## src/rtl/f_d_fetch_queue_pkg.sv

```systemverilog
// Shared fetch/decode types and constants: the 64-bit fetch pair and reset/NOP encodings.
// No logic; imported by the queue, its storage and the interface users.
package f_d_fetch_queue_pkg;

  localparam logic [31:0] PC_RESET  = 32'h0000_3000;
  localparam logic [31:0] NOP_INSTR = 32'h0000_0000;

  // pc occupies [63:32], instr [31:0]
  typedef struct packed {
    logic [31:0] pc;
    logic [31:0] instr;
  } fetch_pair_t;

endpackage

```

## src/rtl/f_d_fetch_queue_if.sv

```systemverilog
// Fetch-to-decode queue signal bundle: push side, pop side, flush and occupancy status.
// master = the environment driving the queue, slave = the queue itself.
interface f_d_fetch_queue_if #(
  parameter int PTR_W = 2
);

  logic             push_valid;
  logic [31:0]      push_pc;
  logic [31:0]      push_instr;
  logic             push_ready;
  logic             pop_valid;
  logic             pop_ready;
  logic [31:0]      pop_pc;
  logic [31:0]      pop_instr;
  logic             flush;
  logic [PTR_W:0]   count;
  logic             full;
  logic             empty;

  modport master (
    output push_valid, push_pc, push_instr, pop_ready, flush,
    input  push_ready, pop_valid, pop_pc, pop_instr, count, full, empty
  );

  modport slave (
    input  push_valid, push_pc, push_instr, pop_ready, flush,
    output push_ready, pop_valid, pop_pc, pop_instr, count, full, empty
  );

endinterface

```

## src/rtl/f_d_queue_ram.sv

```systemverilog
// DEPTH x 64 fetch-pair storage: synchronous write, asynchronous read, contents never reset.
// Write lands on the clock edge; read is combinational from raddr; no backpressure.
module f_d_queue_ram
  import f_d_fetch_queue_pkg::*;
#(
  parameter int DEPTH = 4,
  parameter int PTR_W = 2
) (
  input  logic              clk,
  input  logic              we,
  input  logic [PTR_W-1:0]  waddr,
  input  fetch_pair_t       wdata,
  input  logic [PTR_W-1:0]  raddr,
  output fetch_pair_t       rdata
);

  fetch_pair_t mem [DEPTH];

  always_ff @(posedge clk) begin
    if (we) begin
      mem[waddr] <= wdata;
    end
  end

  assign rdata = mem[raddr];

endmodule

```

## src/rtl/f_d_fetch_queue.sv

```systemverilog
// Circular fetch->decode queue; 1-cycle push-to-pop latency, no empty or full bypass.
// push_ready depends on occupancy only, so fetch stalls only when full; flush drops everything.
module f_d_fetch_queue
  import f_d_fetch_queue_pkg::*;
#(
  parameter int DEPTH = 4,
  parameter int PTR_W = 2
) (
  input  logic                clk,
  input  logic                reset,
  f_d_fetch_queue_if.slave    q
);

  localparam logic [PTR_W:0]   FULL_CNT = (PTR_W + 1)'(DEPTH);
  localparam logic [PTR_W:0]   CNT_ONE  = (PTR_W + 1)'(1);
  localparam logic [PTR_W-1:0] PTR_ONE  = PTR_W'(1);

  logic [PTR_W-1:0] rd_ptr;
  logic [PTR_W-1:0] wr_ptr;
  logic [PTR_W:0]   count_q;
  logic             full_w;
  logic             empty_w;
  logic             pop_valid_w;
  logic             push_fire;
  logic             pop_fire;
  fetch_pair_t      wr_pair;
  fetch_pair_t      rd_pair;

  assign full_w      = (count_q == FULL_CNT);
  assign empty_w     = (count_q == '0);
  assign pop_valid_w = !empty_w && !q.flush;
  assign push_fire   = q.push_valid && !full_w && !q.flush;
  assign pop_fire    = pop_valid_w && q.pop_ready;

  assign wr_pair.pc    = q.push_pc;
  assign wr_pair.instr = q.push_instr;

  f_d_queue_ram #(
    .DEPTH (DEPTH),
    .PTR_W (PTR_W)
  ) u_ram (
    .clk   (clk),
    .we    (push_fire),
    .waddr (wr_ptr),
    .wdata (wr_pair),
    .raddr (rd_ptr),
    .rdata (rd_pair)
  );

  // Pointers wrap naturally at PTR_W bits; a simultaneous push and pop leaves count alone.
  always_ff @(posedge clk or posedge reset) begin
    if (reset) begin
      rd_ptr  <= '0;
      wr_ptr  <= '0;
      count_q <= '0;
    end else if (q.flush) begin
      rd_ptr  <= '0;
      wr_ptr  <= '0;
      count_q <= '0;
    end else begin
      if (push_fire) begin
        wr_ptr <= wr_ptr + PTR_ONE;
      end
      if (pop_fire) begin
        rd_ptr <= rd_ptr + PTR_ONE;
      end
      case ({push_fire, pop_fire})
        2'b10:   count_q <= count_q + CNT_ONE;
        2'b01:   count_q <= count_q - CNT_ONE;
        default: count_q <= count_q;
      endcase
    end
  end

  // Decode sees a NOP whenever nothing valid is presented.
  assign q.pop_valid  = pop_valid_w;
  assign q.pop_pc     = pop_valid_w ? rd_pair.pc    : 32'h0000_0000;
  assign q.pop_instr  = pop_valid_w ? rd_pair.instr : NOP_INSTR;
  assign q.push_ready = !full_w;
  assign q.count      = count_q;
  assign q.full       = full_w;
  assign q.empty      = empty_w;

endmodule

```

## src/flat_wrapper.sv

```systemverilog
// flat-port wrapper written by rule: the top's interface ports become plain ports
module f_d_fetch_queue_flat import f_d_fetch_queue_pkg::*;
#(
  parameter int DEPTH = 4,
  parameter int PTR_W = 2
)
  (clk, reset, q_push_valid, q_push_pc, q_push_instr, q_pop_ready, q_flush, q_push_ready, q_pop_valid, q_pop_pc, q_pop_instr, q_count, q_full, q_empty);
  f_d_fetch_queue_if #(.PTR_W(PTR_W)) q_i ();
  input  logic clk;
  input  logic reset;
  input wire logic [$bits(q_i.push_valid)-1:0] q_push_valid;
  input wire logic [$bits(q_i.push_pc)-1:0] q_push_pc;
  input wire logic [$bits(q_i.push_instr)-1:0] q_push_instr;
  input wire logic [$bits(q_i.pop_ready)-1:0] q_pop_ready;
  input wire logic [$bits(q_i.flush)-1:0] q_flush;
  output wire logic [$bits(q_i.push_ready)-1:0] q_push_ready;
  output wire logic [$bits(q_i.pop_valid)-1:0] q_pop_valid;
  output wire logic [$bits(q_i.pop_pc)-1:0] q_pop_pc;
  output wire logic [$bits(q_i.pop_instr)-1:0] q_pop_instr;
  output wire logic [$bits(q_i.count)-1:0] q_count;
  output wire logic [$bits(q_i.full)-1:0] q_full;
  output wire logic [$bits(q_i.empty)-1:0] q_empty;
  assign q_i.push_valid = q_push_valid;
  assign q_i.push_pc = q_push_pc;
  assign q_i.push_instr = q_push_instr;
  assign q_i.pop_ready = q_pop_ready;
  assign q_i.flush = q_flush;
  assign q_push_ready = q_i.push_ready;
  assign q_pop_valid = q_i.pop_valid;
  assign q_pop_pc = q_i.pop_pc;
  assign q_pop_instr = q_i.pop_instr;
  assign q_count = q_i.count;
  assign q_full = q_i.full;
  assign q_empty = q_i.empty;
  f_d_fetch_queue #(.DEPTH(DEPTH), .PTR_W(PTR_W)) u_core (.clk(clk), .reset(reset), .q(q_i));
endmodule
```

## config.mk

```make
export PLATFORM = sky130hd
export DESIGN_NAME = f_d_fetch_queue_flat
export DESIGN_NICKNAME = d
export VERILOG_FILES = /design/src/rtl/f_d_fetch_queue_pkg.sv /design/src/rtl/f_d_fetch_queue_if.sv /design/src/rtl/f_d_queue_ram.sv /design/src/rtl/f_d_fetch_queue.sv /design/src/flat_wrapper.sv
export SDC_FILE = /design/constraint.sdc
export NUM_CORES = 1
export LEC_CHECK = 0
export BUFFER_PORTS_ARGS = -buffer_cell sky130_fd_sc_hd__buf_2
export CAP_MARGIN = 20
export CORE_UTILIZATION = 55
export CTS_CLUSTER_DIAMETER = 120
export DETAILED_ROUTE_END_ITERATION = 6
export HOLD_SLACK_MARGIN = 0.05
export PLACE_DENSITY = 0.77
export SLEW_MARGIN = 20
export SYNTH_ARGS = -nofsm -noshare
export SYNTH_HDL_FRONTEND = slang
export SYNTH_SLANG_ARGS = --single-unit
```

## constraint.sdc

```tcl
create_clock -name clk -period 12.24 [get_ports clk]
set_input_delay 1.224 -clock clk [delete_from_list [all_inputs] [get_ports clk]]
set_output_delay 1.224 -clock clk [all_outputs]
set_load 0.01 [all_outputs]
```

* Word level (Yosys, flattened, before mapping) *
Memory sizes are Yosys's and may differ from the RTL's.
Index checks and enable logic that the tools add are counted.

storage, ports and cells
  memories kept = 1
  output and inout port bits = 71
  bits in writable memories = 256
  bits in registers = 7

memory list
  memory            words  width  read ports  clocked after memory_dff  write ports  RTL line             source
  u_core.u_ram.mem  4      64     1           0                         1            f_d_queue_ram.sv:17  fetch_pair_t mem [DEPTH];

operators by class
  add/sub/neg operators = 4
  reduce and logical (&&, ||, !) cells = 11
  equality and inequality tests = 3
  multiplexer cells = 10

operators with widths
  cell                                              count
  two-way mux 32 bit                                2
  two-way mux 2 bit                                 4
  case mux 3 bit (2 select lines)                   1
  adder 2 x 1 -> 2 bit, second input constant       2
  logical AND 1 bit                                 4
  nonzero test 2 bit                                2
  adder 3 x 1 -> 3 bit, second input constant       1
  == test 3 bit, second input constant              1
  logical NOT 1 bit                                 3
  logical NOT 3 bit                                 1
  two-way mux 3 bit                                 1
  nonzero test 3 bit                                1
  subtractor 3 x 1 -> 3 bit, second input constant  1
  == test 2 x 1 -> 1 bit, second input constant     1
  == test 2 bit, second input constant              1
  two-way mux 1 bit                                 2

* Longest topological paths before layout *
  word-level depth = 7
  gate-level depth with buffers = 9
  gate-level depth less buffers = 7

* Hierarchy *
From an unflattened synthesis, not the netlist that was laid out.

unflattened totals
  cell total of the unflattened synthesis = 466
  area, all modules = 10289.9 um2

by module, submodules not included
  module           seq. area each (um2)  area an instance (um2)  cells an instance  instances
  f_d_queue_ram    7687.4                9341.5                  338                1
  f_d_fetch_queue  175.2                 948.4                   128                1

* Least setup slack after synthesis *
Ideal clock, no wire load.

  path type = input-to-reg
  start = in q_push_valid
  end = mem u_core.u_ram.mem[0][0] (netlist bit), enable pin
  stages = 3
  setup slack = 5295 ps
  required time = 11662 ps
  arrival time = 6367 ps
  cell sequence = clkbuf_1 > nand2_1 > nor3b_1

on the way
  word-level cells in the longest chain between the ends = 4

RTL lines
  item                                     RTL line               source
  start, declared                          flat_wrapper.sv:11     input wire logic [$bits(q_i.push_valid)-1:0] q_push_valid;
  logical AND 1 bit (2 in a row)           f_d_fetch_queue.sv:32  assign push_fire = q.push_valid && !full_w && !q.flush;
  two-way mux 1 bit                        f_d_queue_ram.sv:20    if (we) begin
  two-way mux 1 bit (implied by the code)  f_d_queue_ram.sv:21    mem[waddr] <= wdata;
  end, declared                            f_d_queue_ram.sv:17

No other way between the ends.

* Worst setup path after layout *
  start = reg u_core.rd_ptr[0]
  end = out q_pop_pc[31]

on the way
  word-level cells in the longest chain between the ends = 2

RTL lines
  item                      RTL line               source
  start, declared           f_d_fetch_queue.sv:18  logic [PTR_W-1:0] rd_ptr;
  start signal, assigned    f_d_fetch_queue.sv:65  rd_ptr <= rd_ptr + PTR_ONE;
  memory read (4 x 64 bit)  n/a
  two-way mux 32 bit        f_d_fetch_queue.sv:77  assign q.pop_pc = pop_valid_w ? rd_pair.pc : 32'h0000_0000;
  end, declared             flat_wrapper.sv:18     output wire logic [$bits(q_i.pop_pc)-1:0] q_pop_pc;

No other way between the ends.

==> results.toml <==
[outcome]
outcome = "finished with violations"
violations = "DRC"

[logic_synthesis]
synth.cell_area_mm2 = 0.01026
ys_types = 36
synth_common_cells = "edfxtp_1 (256), and2_1 (64), mux4_2 (64)"
synthAdderAreaFrac = 0.006831
yosysSeqAreaShare = 0.7665
synth-edff-count = 256
yosysMostFrequentCell = "edfxtp_1"
yosysTopAreaCell = "edfxtp_1"
synth_xor_area_frac = 0.001708
synth_top_family_by_area = "multiplexers"
ys_async_sr_fraction = 0.02662
ys.flop_type = "edfxtp_1"
synthesis.nets = 549
synthTopCellsByArea = "edfxtp_1 (75%), mux4_2 (14%), and2_1 (3.9%)"
synth.avg_cell_area_um2 = 21.59
yosys_warnings = 0
syn-instance-count = 475
synth-simple-area-share = 0.05355
yosys_register_bits = 263
synth_top_area_frac = 0.7495
synth_compound_area_frac = 0.01171
synth_mux_area_frac = 0.1416

[cells_and_area]
area_delta_synth_final_pct = 16.85
layout-drive-gt1-share = 0.3975
fin_area_mm2 = 0.01199
final_core_util = 0.6604
fin_nets = 698

[worst_setup_path]
r2r_end = "u_core.q.count[1]$_DFFE_PP0P_"
cp-end-kind = "output port"
timing.rr.start = "u_core.q.count[1]$_DFFE_PP0P_"
crit_family = "buffers and inverters"
path_max_fanout = 52
start_kind = "flip-flop"
path_cells = "buf_6, mux4_2, and2_1, buf_2"
rr_worst_depth = 8
path_buf_inv = 2
crit_slowest_cell = "buf_6"
rrSetupSlack_ps = 9450
criticalPathCategory = "flip-flop to output port"
crit_arrival_ps = 2720
crit_required_ps = 11020
critPathMaxStageDelay_ps = 630

[floorplan]
fp.dieW_um = 138.6
io_pins = 140
core_area_mm2 = 0.01815
initial_core_util = 0.5652
chipHeight_um = 138.6
die_area_mm2 = 0.01920
core.rowCount = 49

[power_and_ir_drop]
ir_drop_uv = 128.9
power_leakage_uw = 0.004166
totalPowerFinal_uw = 2051
p_per_area_mw_per_mm2 = 171.2

[sta]
setup_tns_ps = 0
drv_slew = 0
fmax_ghz = 0.2538
fin_crit_ps = 3939
rsz0062_at_grt = "false"
hold_violations = 0
tightest_slew_ps = 996.4
setup_viol_count_final = 0
skew_ps = 9.717
slew_headroom = 0.3357
finalCritPeriodShare = 0.3218

[detailed_routing]
drt_iter0_markers = 243
firstDrtPassIters = 6
drt-total-wl_um = 18040
routedWlPerCell_um = 20.57
drc = 32
postRouteAntennaNets = 0
viasPerCell = 5.624
via_count = 4932

[grt]
grt_pass1_wl_um = 27980
grt_max_degree = 67
antenna_found_initial = 5
grt.overflow.total = 0
grt_pass1_vias = 5254
grtUsageTotal = 0.1915

[worst_hold_path]
holdPathStages = 2
hp-start = "u_core.wr_ptr[1]$_DFFE_PP0P_"
min_to = "u_core.wr_ptr[1]$_DFFE_PP0P_"
min_path_type = "flip-flop to flip-flop"

[clock_tree]
clock_sinks = 263
post_cts_resized = 0
cts_htree_levels = 1
clockBufferDepth = 3
numCtsBuffers = 26
cts_tree = "built"
clk_latency_ps = 510
ctsHoldBuffers = 0
root_buffer = "clkbuf_16"
path_clk_slew_ps = 70
cts_setup_buffers = 0

[place]
finalWeightedCongestion = 0.7142
place_area_mm2 = 0.01119
hpwl_um = 10480
port_buffers = 139

[run]
maxCapViolCount = 0
## worst reg2reg max path, delay by kind of cell, from the launching register on
kind	cells	cell delay [ps]
and+or+nand+nor	5	850
adders and majority gates	1	450
buffers and inverters	1	480
DFF	1	580
AOI/OAI and AO/OA	1	310
## cell type report
type	count	area, µm²
multi-input cells	177	2237
fillers	1245	6162
inverters	7	26.28
clock buffers	31	669.4
well taps	229	286.5
diodes	4	10.01
flip-flops and latches	263	7870
repair buffers	149	774.5
clock inverters	17	111.4
## kinds of logic after synthesis
family | count (synthesis)
and+or+nand+nor | 88
adders and majority gates | 5
buffers and inverters | 35
muxes | 65
AOI/OAI and AO/OA | 17
DFF | 263
xor gates and xnor gates | 2
## power breakdown
group	leakage, µW	internal [µW]	switching [µW]
Clock	0.000380	410	308
Sequential	0.00242	1020	26.5
Combinational	0.00137	145	138
Total	0.00417	1580	473
## placed cells by master, fill, tap and decap left out, types with 4 or more instances in the layout
cell / n
and2_1: 64
buf_2: 139
buf_4: 9
clkbuf_1: 5
clkbuf_16: 26
clkinv_1: 11
dfrtp_1: 5
diode_2: 4
edfxtp_1: 256
ha_1: 4
inv_1: 7
mux4_2: 64
nand3_1: 4
nor3b_2: 4
## worst max-delay path by stage
stage | startpoint | depth (start not counted) | endpoint | slack [ps]
after floorplan | q_push_valid | 3 | u_core.u_ram.mem[0][0]$_DFFE_PP_ | 5290
after global placement | u_core.rd_ptr[0]$_DFFE_PP0P_ | 4 | q_pop_instr[31] | 8450
after CTS | u_core.rd_ptr[0]$_DFFE_PP0P_ | 4 | q_pop_instr[0] | 7930
after global routing | u_core.rd_ptr[0]$_DFFE_PP0P_ | 4 | q_pop_pc[31] | 8100
final | u_core.rd_ptr[0]$_DFFE_PP0P_ | 4 | q_pop_pc[31] | 8300
after detailed placement | u_core.rd_ptr[0]$_DFFE_PP0P_ | 4 | q_pop_instr[31] | 8480
## routing by layer
metal / up-vias / global-route usage / part of all wire
li1: 2223 / - / -
met1: 2531 / 0.2343 / 0.40
met2: 147 / 0.3465 / 0.53
met3: 29 / 0.03453 / 0.055
met4: 2 / 0.06209 / 0.019
met5: - / 0 / 0.00072
## stage by stage
| step | instances | worst slack, ps | hold WS, ps |
|---|---|---|---|
| 6_report | 877 | 8301 | 612.8 |
| 5_1_grt | 875 | 8097 | 622.8 |
| 4_1_cts | 873 | 7925 | 611.9 |
| 3_5_place_dp | 825 | 8480 | 600.3 |
| 3_3_place_gp | 825 | 8452 | 570.2 |
| 2_1_floorplan | 475 | 5295 | 557.3 |
## flip-flops by register name (all words and copies together) (netlist names)
| name | count |
|---|---|
| u_core.wr_ptr | 2 |
| u_core.rd_ptr | 2 |
| u_core.q.count | 3 |
| u_core.u_ram.mem | 256 |
No activity file was read; power rests on OpenSTA's default activity.
